`config.mk`:
```
export PLATFORM = sky130hd
export DESIGN_NAME = fetch_sequencer_flat
export DESIGN_NICKNAME = d
export VERILOG_FILES = /design/src/rtl/fetch_sequencer_if.sv /design/src/rtl/fetch_sequencer.sv /design/src/flat_wrapper.sv
export SDC_FILE = /design/constraint.sdc
export NUM_CORES = 1
export LEC_CHECK = 0
export ABC_AREA = 1
export CORE_UTILIZATION = 45
export CTS_BUF_LIST = sky130_fd_sc_hd__clkbuf_8 sky130_fd_sc_hd__clkbuf_16
export CTS_CLUSTER_DIAMETER = 40
export DETAILED_ROUTE_END_ITERATION = 16
export PLACE_DENSITY = 0.78
export SLEW_MARGIN = 10
export SYNTH_ARGS = -nofsm -noshare
export SYNTH_HDL_FRONTEND = slang
export SYNTH_SLANG_ARGS = --single-unit
```
`constraint.sdc`:
```
create_clock -name clk -period 2.1 [get_ports clk]
set_input_delay 0.21 -clock clk [delete_from_list [all_inputs] [get_ports clk]]
set_output_delay 0.21 -clock clk [all_outputs]
set_load 0.02 [all_outputs]
```
`src/rtl/fetch_sequencer_if.sv`:
```
// ============================================================================
// Module  : fetch_sequencer_if
// Purpose : Instruction-memory, redirect and decode-side signals of the fetch sequencer
// Revision: 1.0
// ============================================================================
`default_nettype none

interface fetch_sequencer_if;
  logic        imem_req;
  logic [31:0] imem_addr;
  logic        imem_gnt;
  logic        imem_rvalid;
  logic [31:0] imem_rdata;
  logic        redirect_valid;
  logic [31:0] redirect_target;
  logic        stall;
  logic        inst_valid;
  logic [31:0] inst_pc;
  logic [31:0] inst_data;
  logic        discard_pending;

  modport master (
    output imem_req, imem_addr, inst_valid, inst_pc, inst_data, discard_pending,
    input  imem_gnt, imem_rvalid, imem_rdata, redirect_valid, redirect_target, stall
  );

  modport slave (
    input  imem_req, imem_addr, inst_valid, inst_pc, inst_data, discard_pending,
    output imem_gnt, imem_rvalid, imem_rdata, redirect_valid, redirect_target, stall
  );
endinterface

`default_nettype wire

```
`src/rtl/fetch_sequencer.sv`:
```
// ============================================================================
// Module  : fetch_sequencer
// Purpose : PC owner; one-at-a-time instruction fetch with redirect/squash
// Revision: 1.0
// ============================================================================
`default_nettype none

module fetch_sequencer #(
  parameter logic [31:0] RESET_VECTOR = 32'h0000_0000,
  parameter logic [31:0] INST_BYTES   = 32'd4
) (
  input  logic               clk,
  input  logic               rst,
  fetch_sequencer_if.master  bus
);

  localparam logic [31:0] ALIGN_MASK = 32'hFFFF_FFFC;

  typedef enum logic [1:0] {
    S_IDLE = 2'd0,
    S_REQ  = 2'd1,
    S_WAIT = 2'd2,
    S_OUT  = 2'd3
  } state_e;

  state_e      state_q, state_d;
  logic [31:0] pc_q, pc_d;
  logic        discard_q, discard_d;
  logic        inst_valid_q, inst_valid_d;
  logic [31:0] inst_pc_q, inst_pc_d;
  logic [31:0] inst_data_q, inst_data_d;
  logic [31:0] redirect_pc;

  assign redirect_pc = bus.redirect_target & ALIGN_MASK;

  always_ff @(posedge clk) begin
    if (rst) begin
      state_q      <= S_IDLE;
      pc_q         <= RESET_VECTOR & ALIGN_MASK;
      discard_q    <= 1'b0;
      inst_valid_q <= 1'b0;
      inst_pc_q    <= 32'h0;
      inst_data_q  <= 32'h0;
    end else begin
      state_q      <= state_d;
      pc_q         <= pc_d;
      discard_q    <= discard_d;
      inst_valid_q <= inst_valid_d;
      inst_pc_q    <= inst_pc_d;
      inst_data_q  <= inst_data_d;
    end
  end

  always_comb begin
    state_d      = state_q;
    pc_d         = pc_q;
    discard_d    = discard_q;
    inst_valid_d = inst_valid_q;
    inst_pc_d    = inst_pc_q;
    inst_data_d  = inst_data_q;

    case (state_q)
      S_IDLE: state_d = S_REQ;
      S_REQ: begin
        if (bus.imem_gnt) state_d = S_WAIT;
      end
      S_WAIT: begin
        if (bus.imem_rvalid) begin
          if (discard_q) begin
            discard_d = 1'b0;
            state_d   = S_REQ;
          end else begin
            inst_data_d  = bus.imem_rdata;
            inst_pc_d    = pc_q;
            inst_valid_d = 1'b1;
            pc_d         = pc_q + INST_BYTES;
            state_d      = S_OUT;
          end
        end
      end
      S_OUT: begin
        if (!bus.stall) begin
          inst_valid_d = 1'b0;
          state_d      = S_REQ;
        end
      end
      default: state_d = S_IDLE;
    endcase

    // A redirect overrides everything above, including a response that lands this cycle.
    if (bus.redirect_valid) begin
      pc_d         = redirect_pc;
      inst_valid_d = 1'b0;
      inst_pc_d    = inst_pc_q;
      inst_data_d  = inst_data_q;
      case (state_q)
        S_REQ: begin
          if (bus.imem_gnt) begin
            discard_d = 1'b1;
            state_d   = S_WAIT;
          end else begin
            state_d   = S_IDLE;
          end
        end
        S_WAIT: begin
          if (bus.imem_rvalid) begin
            discard_d = 1'b0;
            state_d   = S_REQ;
          end else begin
            discard_d = 1'b1;
            state_d   = S_WAIT;
          end
        end
        default: state_d = S_REQ;
      endcase
    end
  end

  // Address comes straight from pc, so it can only move when a redirect has dropped the request.
  assign bus.imem_req        = (state_q == S_REQ);
  assign bus.imem_addr       = pc_q & ALIGN_MASK;
  assign bus.inst_valid      = inst_valid_q;
  assign bus.inst_pc         = inst_pc_q;
  assign bus.inst_data       = inst_data_q;
  assign bus.discard_pending = discard_q;

endmodule

`default_nettype wire

```
`src/flat_wrapper.sv`:
```
// flat-port wrapper written by rule: the top's interface ports become plain ports
module fetch_sequencer_flat 
#(
  parameter logic [31:0] RESET_VECTOR = 32'h0000_0000,
  parameter logic [31:0] INST_BYTES   = 32'd4
)
  (clk, rst, bus_imem_req, bus_imem_addr, bus_inst_valid, bus_inst_pc, bus_inst_data, bus_discard_pending, bus_imem_gnt, bus_imem_rvalid, bus_imem_rdata, bus_redirect_valid, bus_redirect_target, bus_stall);
  fetch_sequencer_if bus_i ();
  input  logic clk;
  input  logic rst;
  output wire logic [$bits(bus_i.imem_req)-1:0] bus_imem_req;
  output wire logic [$bits(bus_i.imem_addr)-1:0] bus_imem_addr;
  output wire logic [$bits(bus_i.inst_valid)-1:0] bus_inst_valid;
  output wire logic [$bits(bus_i.inst_pc)-1:0] bus_inst_pc;
  output wire logic [$bits(bus_i.inst_data)-1:0] bus_inst_data;
  output wire logic [$bits(bus_i.discard_pending)-1:0] bus_discard_pending;
  input wire logic [$bits(bus_i.imem_gnt)-1:0] bus_imem_gnt;
  input wire logic [$bits(bus_i.imem_rvalid)-1:0] bus_imem_rvalid;
  input wire logic [$bits(bus_i.imem_rdata)-1:0] bus_imem_rdata;
  input wire logic [$bits(bus_i.redirect_valid)-1:0] bus_redirect_valid;
  input wire logic [$bits(bus_i.redirect_target)-1:0] bus_redirect_target;
  input wire logic [$bits(bus_i.stall)-1:0] bus_stall;
  assign bus_imem_req = bus_i.imem_req;
  assign bus_imem_addr = bus_i.imem_addr;
  assign bus_inst_valid = bus_i.inst_valid;
  assign bus_inst_pc = bus_i.inst_pc;
  assign bus_inst_data = bus_i.inst_data;
  assign bus_discard_pending = bus_i.discard_pending;
  assign bus_i.imem_gnt = bus_imem_gnt;
  assign bus_i.imem_rvalid = bus_imem_rvalid;
  assign bus_i.imem_rdata = bus_imem_rdata;
  assign bus_i.redirect_valid = bus_redirect_valid;
  assign bus_i.redirect_target = bus_redirect_target;
  assign bus_i.stall = bus_stall;
  fetch_sequencer #(.RESET_VECTOR(RESET_VECTOR), .INST_BYTES(INST_BYTES)) u_core (.clk(clk), .rst(rst), .bus(bus_i));
endmodule
```
* Word-level counts from Yosys, hierarchy flattened
Cells that the tools add are included.
Word-level totals: register bits 100, output and inout port bits 99, word-level logic and storage cells 53
Cells by class: add/subtract/negate cells 1, equality and inequality tests 10, muxes and demuxes 23, bitwise logic cells 2, reductions and logical operators 10
Operators by type and width (number):
- $mux 32 | 4
- $add 32x3->32 const B | 1
- $mux 2 | 7
- $reduce_and 3->1 | 3
- $mux 1 | 8
- $ne 2x2->1 const B | 4
- $pmux 2 s4 | 1
- $reduce_and 4->1 | 2
- $ne 3x3->1 const B | 2
- $reduce_bool 2->1 | 3
- $eq 2x2->1 const B | 2
- $pmux 1 s2 | 2
- $pmux 2 s2 | 1
- $ne 3x1->1 const B | 1
- $eq 2x1->1 const B | 1
- $logic_not 2->1 | 1
- $not 1->1 | 2
- $reduce_or 2->1 | 1

* Logic depth before layout (Yosys ltp)
Gate-level depths: netlist of run 1.
depth in word-level cells 5, mapped depth 11, mapped depth without buffers 11

* Worst setup path after synthesis of run 1
OpenSTA, ideal clock, no wires.
path type flip-flop to flip-flop, from register u_core.pc_q[3], to register u_core.pc_q[20], setup time 0.134 ns, arrival 1.470 ns, data required time 1.966 ns, path slack 0.496 ns, stages on the path, launching flop included 11, buffers on the path 0, period minus slack after synthesis 1.604 ns, cell sequence dfxtp_1 > ha_1 > nand2_2 > nor2_4 > nand2_2 > nor2_4 > nand2_1 > nand2_1 > nand3_1 > nand2_1 > a21oi_1
Between the ends: word-level cells in the longest chain between the ends 5
RTL lines:
- start: declaration | RTL line fetch_sequencer.sv:27 | logic [31:0] pc_q, pc_d;
- start signal: assignment | RTL line fetch_sequencer.sv:39 | pc_q <= RESET_VECTOR & ALIGN_MASK;
- start signal: assignment | RTL line fetch_sequencer.sv:46 | pc_q <= pc_d;
- $add 32x3->32 | RTL line fetch_sequencer.sv:76 | pc_d = pc_q + INST_BYTES;
- $mux 32 | RTL line fetch_sequencer.sv:69 | if (discard_q) begin
- $mux 32 | RTL line fetch_sequencer.sv:68 | if (bus.imem_rvalid) begin
- $mux 32 | RTL line fetch_sequencer.sv:62 | case (state_q)
- $mux 32 | RTL line fetch_sequencer.sv:91 | if (bus.redirect_valid) begin
Every way passes these cells. The select of a mux whose other input is x is not followed. A chain may end at the register's enable or synchronous reset.

* Worst setup path in the final report of run 1
from register u_core.state_q[1], to output port bus_imem_req
Between the ends: word-level cells in the longest chain between the ends 1
RTL lines:
- start: declaration | RTL line fetch_sequencer.sv:26 | state_e state_q, state_d;
- start signal: assignment | RTL line fetch_sequencer.sv:45 | state_q <= state_d;
- $eq 2x1->1 | RTL line fetch_sequencer.sv:120 | assign bus.imem_req = (state_q == S_REQ);
- end: declaration | RTL line flat_wrapper.sv:11 | output wire logic [$bits(bus_i.imem_req)-1:0] bus_imem_req;
Every way passes these cells.

==> impl_results.md, run 1 <==
- Fill cell count: 867
- Worst min path class: in -> reg
- Maximum resistive drop on vdd: 385.9 uV
- Top-area cell type share of the netlist area: 41.90%
- Cell breakdown of the critical path: inv_1, ha_1, clkdlybuf4s50_1
- Synthesized-area fraction occupied by and/or/nand/nor cells: about 33%
- Placeable Area: 0.009819 mm2
- Kind of launch point of the worst setup path: flip-flop
- Post-placement cell count: between 900 and 1,000
- Fraction of final layout cells with drive strength greater than 1: 6.424%
- Highest clock rate: 0.5351 GHz
- Number of violations of the max-capacitance limit: 0
- Cell at the root of the clock tree: clkbuf_8
- Synth Cell Area: between 0.004 and 0.005 mm2
- Worst path max stage delay: 630 ps
- Vert. Die Dim: 103.0 um
- Number of synthesis warnings: 0
- Total GRT Usage: 26.33%
- Count of non-filler cells in the finished layout: 958
- Transition time of the tightest slew-check pin: 518.0 ps
- Initial standard-cell utilization of the core: 46.71%
- Dominant combinational cell family by area after synthesis: simple AND/OR/NAND/NOR gates
- Sequential fraction of the synthesis area: 41.90%
- H-Tree Depth: 3
- Drc violations: 0
- Bufs on Longest Clock Path: 2
- X dimension of the die: 103.0 um
- CTS tree: done
- Finish-stage setup viols: 0
- Final setup margin: 231.3 ps
- Fraction of registers with async set/reset: 0%
- Setup TNS Final: 0 ps
- Port Buffer Count: about 160
- Via count of the first global-routing pass: 4,660
- Num Clock Sinks: 96
- Pre-CTS setup slack: 256.0 ps
- Setup skew after layout: 10.00 ps
- Nets: 895
- Initial antenna violation count: 0
- Worst Setup End Kind: output pin
- Mean post-synth cell area: just under 7 um2
- Number of different library cells in the post-synthesis netlist: 36
- Detailed-route wire length per cell: between 10 and 15 um
- Critical path peak fanout: 5
- Number of enable-type register cells in the synthesized netlist: 0
- Kind of critical path: reg -> out
- Xor and xnor fraction of the mapped netlist area: less than 1%
- Via density: roughly 5
- Total power of the final layout: roughly 0.004 W
- Total die area: 0.01060 mm2
- Layout-stage area growth over the synthesis result: 43.04%
- Final critical path time including I/O delays and setup: about 1900 ps
- Post-synthesis adder-cell area fraction: 1.364%
- Cells resized by post-CTS repair: 0
- Share of the core filled with cells: between 60% and 70%
- Setup repair after global routing missed its margin: no
- Wire length of the first global-routing pass: 21,730 um
- Wire length after detailed routing: ~14,000 um
- Crit share post-route: 88.99%
- Data arrival time at the worst-slack endpoint: 1660 ps
- Run status: complete, no violations
- Critical Path Slowest Stage Cell: clkdlybuf4s50_1
- Normalized max-slew margin: around two thirds
- Row cnt: 36
- Worst skew pair latency: 370 ps
- Req. time, crit path: 1890 ps
- Compound-cell area share of the yosys netlist: between 10 and 15%
- Clock transition at path regs: around 90 ps
- Total I/O pin count: between 150 and 200
- Post-DRT Antenna Nets: 0
- Final count of hold timing violations: 0
- Number of CTS-inserted buffers: 9
- Pin count of the biggest net entering global routing: 73
- Most used DFF post-synth: dfxtp_1
- Mapped Cells: 667
- DRT iter0 DRCs: 241
- Number of inserted diodes: 0
- Leakage power figure: 2.479 nW
- 1st-pass router iterations: 4
- Biggest area consumer among synthesized cells: dfxtp_1
- P per Cell Area: 625.7 mW/mm2
- Number of buffers added for setup after CTS: 0
- Total global routing overflow: 0
- Routability cong.: 0.9282
- Total number of vias: 4,910
- Synth area leaders: dfxtp_1, nor2_1, nand2_1
- Detailed placement HPWL: 9936 um
- FF+latch count, synth: 96
- CTS hold repair buffers: 0
- Portion of netlist area occupied by mux cells: 0%
- Count of final max-slew check failures: 0
[sequential cells by signal (all words and copies together), names as in the netlist]
name,cells
u_core.bus.inst_valid,1
u_core.bus.discard_pending,1
u_core.state_q,2
u_core.bus.inst_pc,30
u_core.bus.inst_data,32
u_core.pc_q,30
[per-layer routing]
metal  wire length (um)  track usage, %  share of wire [%]  vias to the layer above
met2               6516           46.15                 48                      205
li1                   -               -                  -                     2454
met4                318           11.48                2.3                        0
met5                  0               0                  0                        -
met3               1149           5.153                8.4                       26
met1               5656           31.26                 41                     2225
[Yosys cell counts (2+ instances only)]
library cell  count
nand2_2           3
clkbuf_1         17
buf_4             9
buf_1             2
nand2_1         133
o21ai_0          68
nor2_2            6
xnor2_1           2
nand3_1          39
and2_1            2
ha_1              5
a211oi_1          3
buf_2             9
inv_1            44
inv_2             2
o211ai_1          3
nand2_4           3
a21oi_1          42
nand4_1           7
nor2_8            2
xor2_1            2
nor2_4            5
nor2_1          140
nor3_1            5
a31oi_1           8
dfxtp_1          96
[placed cells by master, fill, tap and decap left out, types with 2 or more instances in the layout]
master           netlist  final
dfxtp_1               96     96
xnor2_1                2      2
xor2_1                 2      2
nor2_1               140    140
nand2_4                3      3
nor2_8                 2      2
nor2_4                 5      5
a21oi_1               42     42
ha_1                   5      5
nand2_2                3      3
nor2_2                 6      6
bufinv_16              0      3
inv_2                  2      2
and2_1                 2      2
nand2_1              133    133
clkbuf_8               0     10
o21ai_0               68     68
nand4_1                7      7
o211ai_1               3      3
a31oi_1                8      8
a211oi_1               3      3
nor3_1                 5      5
nand3_1               39     39
buf_4                  9     14
clkdlybuf4s50_1        0    162
conb_1                 1      4
inv_1                 44     44
[critical path, delay by kind of cell (launching register included)]
kind	cells	cell delay, ps
buffers and inverters	2	730
flip-flops	1	340
adder cells (fa/ha/maj)	1	230
[report_power, final]
part / leakage, nW / switching [W] / internal, W
clock network: 0.128 / 0.000638 / 0.000820
logic: 1.57 / 0.000354 / 0.000329
registers: 0.780 / 0.0000757 / 0.00189
[cells by family after synthesis]
family,after synthesis
simple gates,348
xor+xnor,4
fa+ha+maj,5
compound gates,129
flops,96
buf+inv,84
other cells,1
[layout make-up]
type | count | area (um2) | share of cell area, %
flip-flops and latches | 96 | 1922 | 29.29
inverters | 46 | 172.7 | 2.632
well taps | 133 | 166.4 | 2.536
clock inverters | 6 | 107.6 | 1.640
clock buffers | 10 | 137.6 | 2.098
repair buffers | 177 | 1747 | 26.62
multi-input cells | 490 | 2308 | 35.18
[per-stage QoR]
step	area [um2]	hold WS, ps
global placement	6316	461.3
global route	6561	468.5
finish	6561	444.0
floorplan	4598	373.1
detailed placement	6316	469.0
CTS	6561	434.1
[worst paths after layout]
| path | from | to | slack [ps] | cells past startpoint |
|---|---|---|---|---|
| setup / recovery | u_core.state_q[1] | bus_imem_req | 230 | 3 |
| hold / removal | bus_redirect_target[8] | u_core.pc_q[8] | 440 | 3 |
| setup reg to reg | u_core.state_q[0] | u_core.bus.inst_pc[14] | 300 | 9 |
| hold reg to reg | u_core.bus.inst_pc[16] | u_core.bus.inst_pc[16] | 480 | 2 |
(Power assumes the default switching activity.)
==> run 2: changes to the inputs <==
--- a/config.mk
+++ b/config.mk
@@ -6,9 +6,11 @@
 export NUM_CORES = 1
 export LEC_CHECK = 0
 export ABC_AREA = 1
+export CAP_MARGIN = 15
 export CORE_UTILIZATION = 45
 export CTS_BUF_LIST = sky130_fd_sc_hd__clkbuf_8 sky130_fd_sc_hd__clkbuf_16
 export CTS_CLUSTER_DIAMETER = 40
+export CTS_CLUSTER_SIZE = 24
 export DETAILED_ROUTE_END_ITERATION = 16
 export PLACE_DENSITY = 0.78
 export SLEW_MARGIN = 10
==> results of run 2 <==
No change in the layout: final DEF, timing and power equal those of run 1.
==> run 3: changes to the inputs <==
--- a/config.mk
+++ b/config.mk
@@ -12,6 +12,7 @@
 export CTS_CLUSTER_DIAMETER = 40
 export CTS_CLUSTER_SIZE = 24
 export DETAILED_ROUTE_END_ITERATION = 16
+export GPL_TIMING_DRIVEN = 0
 export PLACE_DENSITY = 0.78
 export SLEW_MARGIN = 10
 export SYNTH_ARGS = -nofsm -noshare
==> run 3 against run 2 <==
Routed wire length increased by 6.1%. Clock skew decreased by 0.72 ps. Cell area increased by 0.80%. Register-to-register slack got worse by 130 ps. Critical path depth increased by 5. Die area unchanged. Sequential share of layout area decreased by 0.23 points. Via count increased by 1.8%.
==> impl_results.md, run 3 (same netlist as run 1, synthesis figures left out) <==
- Nets: 917 (+2.5%)
- Number of inserted diodes: 0 (unchanged)
- Setup TNS Final: 0 ps (unchanged)
- CTS tree: done
- Routed length on met3: 1111 um (-3.3%)
- Req. time, crit path: 2400 ps (+510 ps)
- Crit share post-route: 92.14% (+3.2 points)
- Drc violations: 0 (unchanged)
- CTS hold repair buffers: 0 (unchanged)
- Post-placement cell count: 964 (+2.3%)
- Count of non-filler cells in the finished layout: 980 (+2.3%)
- Highest clock rate: 0.5168 GHz (-3.4%)
- Placeable Area: 0.009819 mm2 (unchanged)
- Final count of hold timing violations: 0 (unchanged)
- Pin count of the biggest net entering global routing: 17 (-77%)
- Kind of launch point of the worst setup path: flip-flop
- Worst skew pair latency: 360 ps (about the same)
- Total global routing overflow: 0 (unchanged)
- Final critical path time including I/O delays and setup: 1935 ps (+66.17 ps)
- Top sig layer: met4
- 1st-pass router iterations: 6 (+2)
- Leakage power figure: 2.514 nW (+1.4%)
- Total die area: 0.01060 mm2 (unchanged)
- H-Tree Depth: 3 (unchanged)
- Wire length after detailed routing: 14,470 um (+6.1%)
- Num Clock Sinks: 96 (unchanged)
- Finish-stage setup viols: 0 (unchanged)
- Number of cells on the worst hold path: 2 (-1)
- Post-DRT Antenna Nets: 0 (unchanged)
- Run status: complete, no violations
- Number of flip-flops under the largest register name: 32 (unchanged)
- Cells resized by post-CTS repair: 0 (unchanged)
- Total number of vias: 4,997 (+1.8%)
- Setup skew after layout: 9.284 ps (-0.7192 ps)
- Most common cell after layout, fill and taps aside: clkdlybuf4s50_1
- Layout-stage area growth over the synthesis result: 44.19%
- Initial standard-cell utilization of the core: 46.71% (unchanged)
- Maximum resistive drop on vdd: 546.6 uV (+42%)
- Initial antenna violation count: 0 (unchanged)
- Crit. Startpoint: u_core.state_q[0]
- M1 WL: 6281 um (+11%)
- Via density: 5.099 (-0.51%)
- Worst Setup End Kind: flip-flop
- Cell count of the worst reg-to-reg path: 8 (-1)
- Post-place instance area: 0.006376 mm2 (+0.95%)
- Number of violations of the max-capacitance limit: 0 (unchanged)
- Startpoint of the worst-slack reg-to-reg timing path: u_core.state_q[0]
- Data arrival time at the worst-slack endpoint: 2230 ps (+570 ps)
- Post-Layout Inst Area: 0.006614 mm2 (+0.80%)
- Worst Min Path Start: rst
- Detailed-route wire length per cell: 14.76 um (+3.7%)
- Kind of critical path: reg -> reg
- DRT iter0 DRCs: 237 (-1.7%)
- Met2 WL post-DR: 6735 um (+3.4%)
- Vert. Die Dim: 103.0 um (unchanged)
- Wire length of the first global-routing pass: 22,320 um (+2.7%)
- Top library cells by usage in the layout, fill and taps aside: clkdlybuf4s50_1, nor2_1, nand2_1, dfxtp_1, o21ai_0
- Clock transition at path regs: 90 ps (about the same)
- Row cnt: 36 (unchanged)
- Total I/O pin count: 169 (unchanged)
- Tightest hold margin: 295.1 ps (-148.9 ps)
- Critical path peak fanout: 10 (+5)
- Number of buffers added for setup after CTS: 0 (unchanged)
- Bufs on Longest Clock Path: 2 (unchanged)
- Setup repair after global routing missed its margin: no
- P per Cell Area: 615.2 mW/mm2 (-1.7%)
- Cell at the root of the clock tree: clkbuf_8
- Worst min path class: in -> reg
- X dimension of the die: 103.0 um (unchanged)
- Routability cong.: 0.9768 (+5.2%)
- Port Buffer Count: 161 (-0.62%)
- Normalized max-slew margin: 58.64% (-6.5 points)
- Number of CTS-inserted buffers: 9 (unchanged)
- Detailed placement HPWL: 11,100 um (+12%)
- Transition time of the tightest slew-check pin: 620.4 ps (+102.4 ps)
- Via count of the first global-routing pass: 4,537 (-2.6%)
- Fraction of final layout cells with drive strength greater than 1: 6.848% (+0.42 points)
- Total GRT Usage: 27.39% (+1.1 points)
- Share of the core filled with cells: 67.35% (+0.54 points)
- Count of final max-slew check failures: 0 (unchanged)
==> run 3: cell type report <==
cell class	instances	area [um2]
clock inverters	5	86.33
multi-input cells	490	2308
clock buffers	11	151.4
plain buffers	38	195.2
inverters	46	172.7
fillers	891	3206
flip-flops and latches	96	1922
repair buffers	161	1612
well taps	133	166.4
==> run 3: routing by layer <==
metal	global-route usage (%)	vias up
li1	-	2503
met1	35.11	2246
met2	47.13	224
met3	4.542	24
met4	8.451	0
met5	0	-
==> run 3: final timing paths <==
| path | slack, ps | endpoint |
|---|---|---|
| setup / recovery | 170 | u_core.pc_q[25] |
| hold reg to reg | 490 | u_core.bus.inst_data[0] |
| hold / removal | 300 | u_core.pc_q[14] |
| setup reg to reg | 170 | u_core.pc_q[25] |
==> run 3: per-stage QoR <==
step,setup WS (ps),power [W]
floorplan,496.3,0.002341
global placement,166.0,0.002680
detailed placement,119.3,0.002695
CTS,192.4,0.004082
global route,14.44,0.004231
finish,165.1,0.004069
==> run 3: worst max-delay path, cell delays in order, from the launching register on <==
cell and delay (ps):
dfxtp_1 400, inv_1 80, ha_1 270, nand2_2 160
nor2_8 70, nor2_2 180, clkbuf_1 450, nand2_1 120
a21oi_1 150
==> run 3: where the power goes <==
group          leakage (nW)  internal [W]  switching, W
Clock                 0.120      0.000745      0.000664
Combinational          1.61      0.000329      0.000362
Sequential            0.780       0.00189     0.0000793
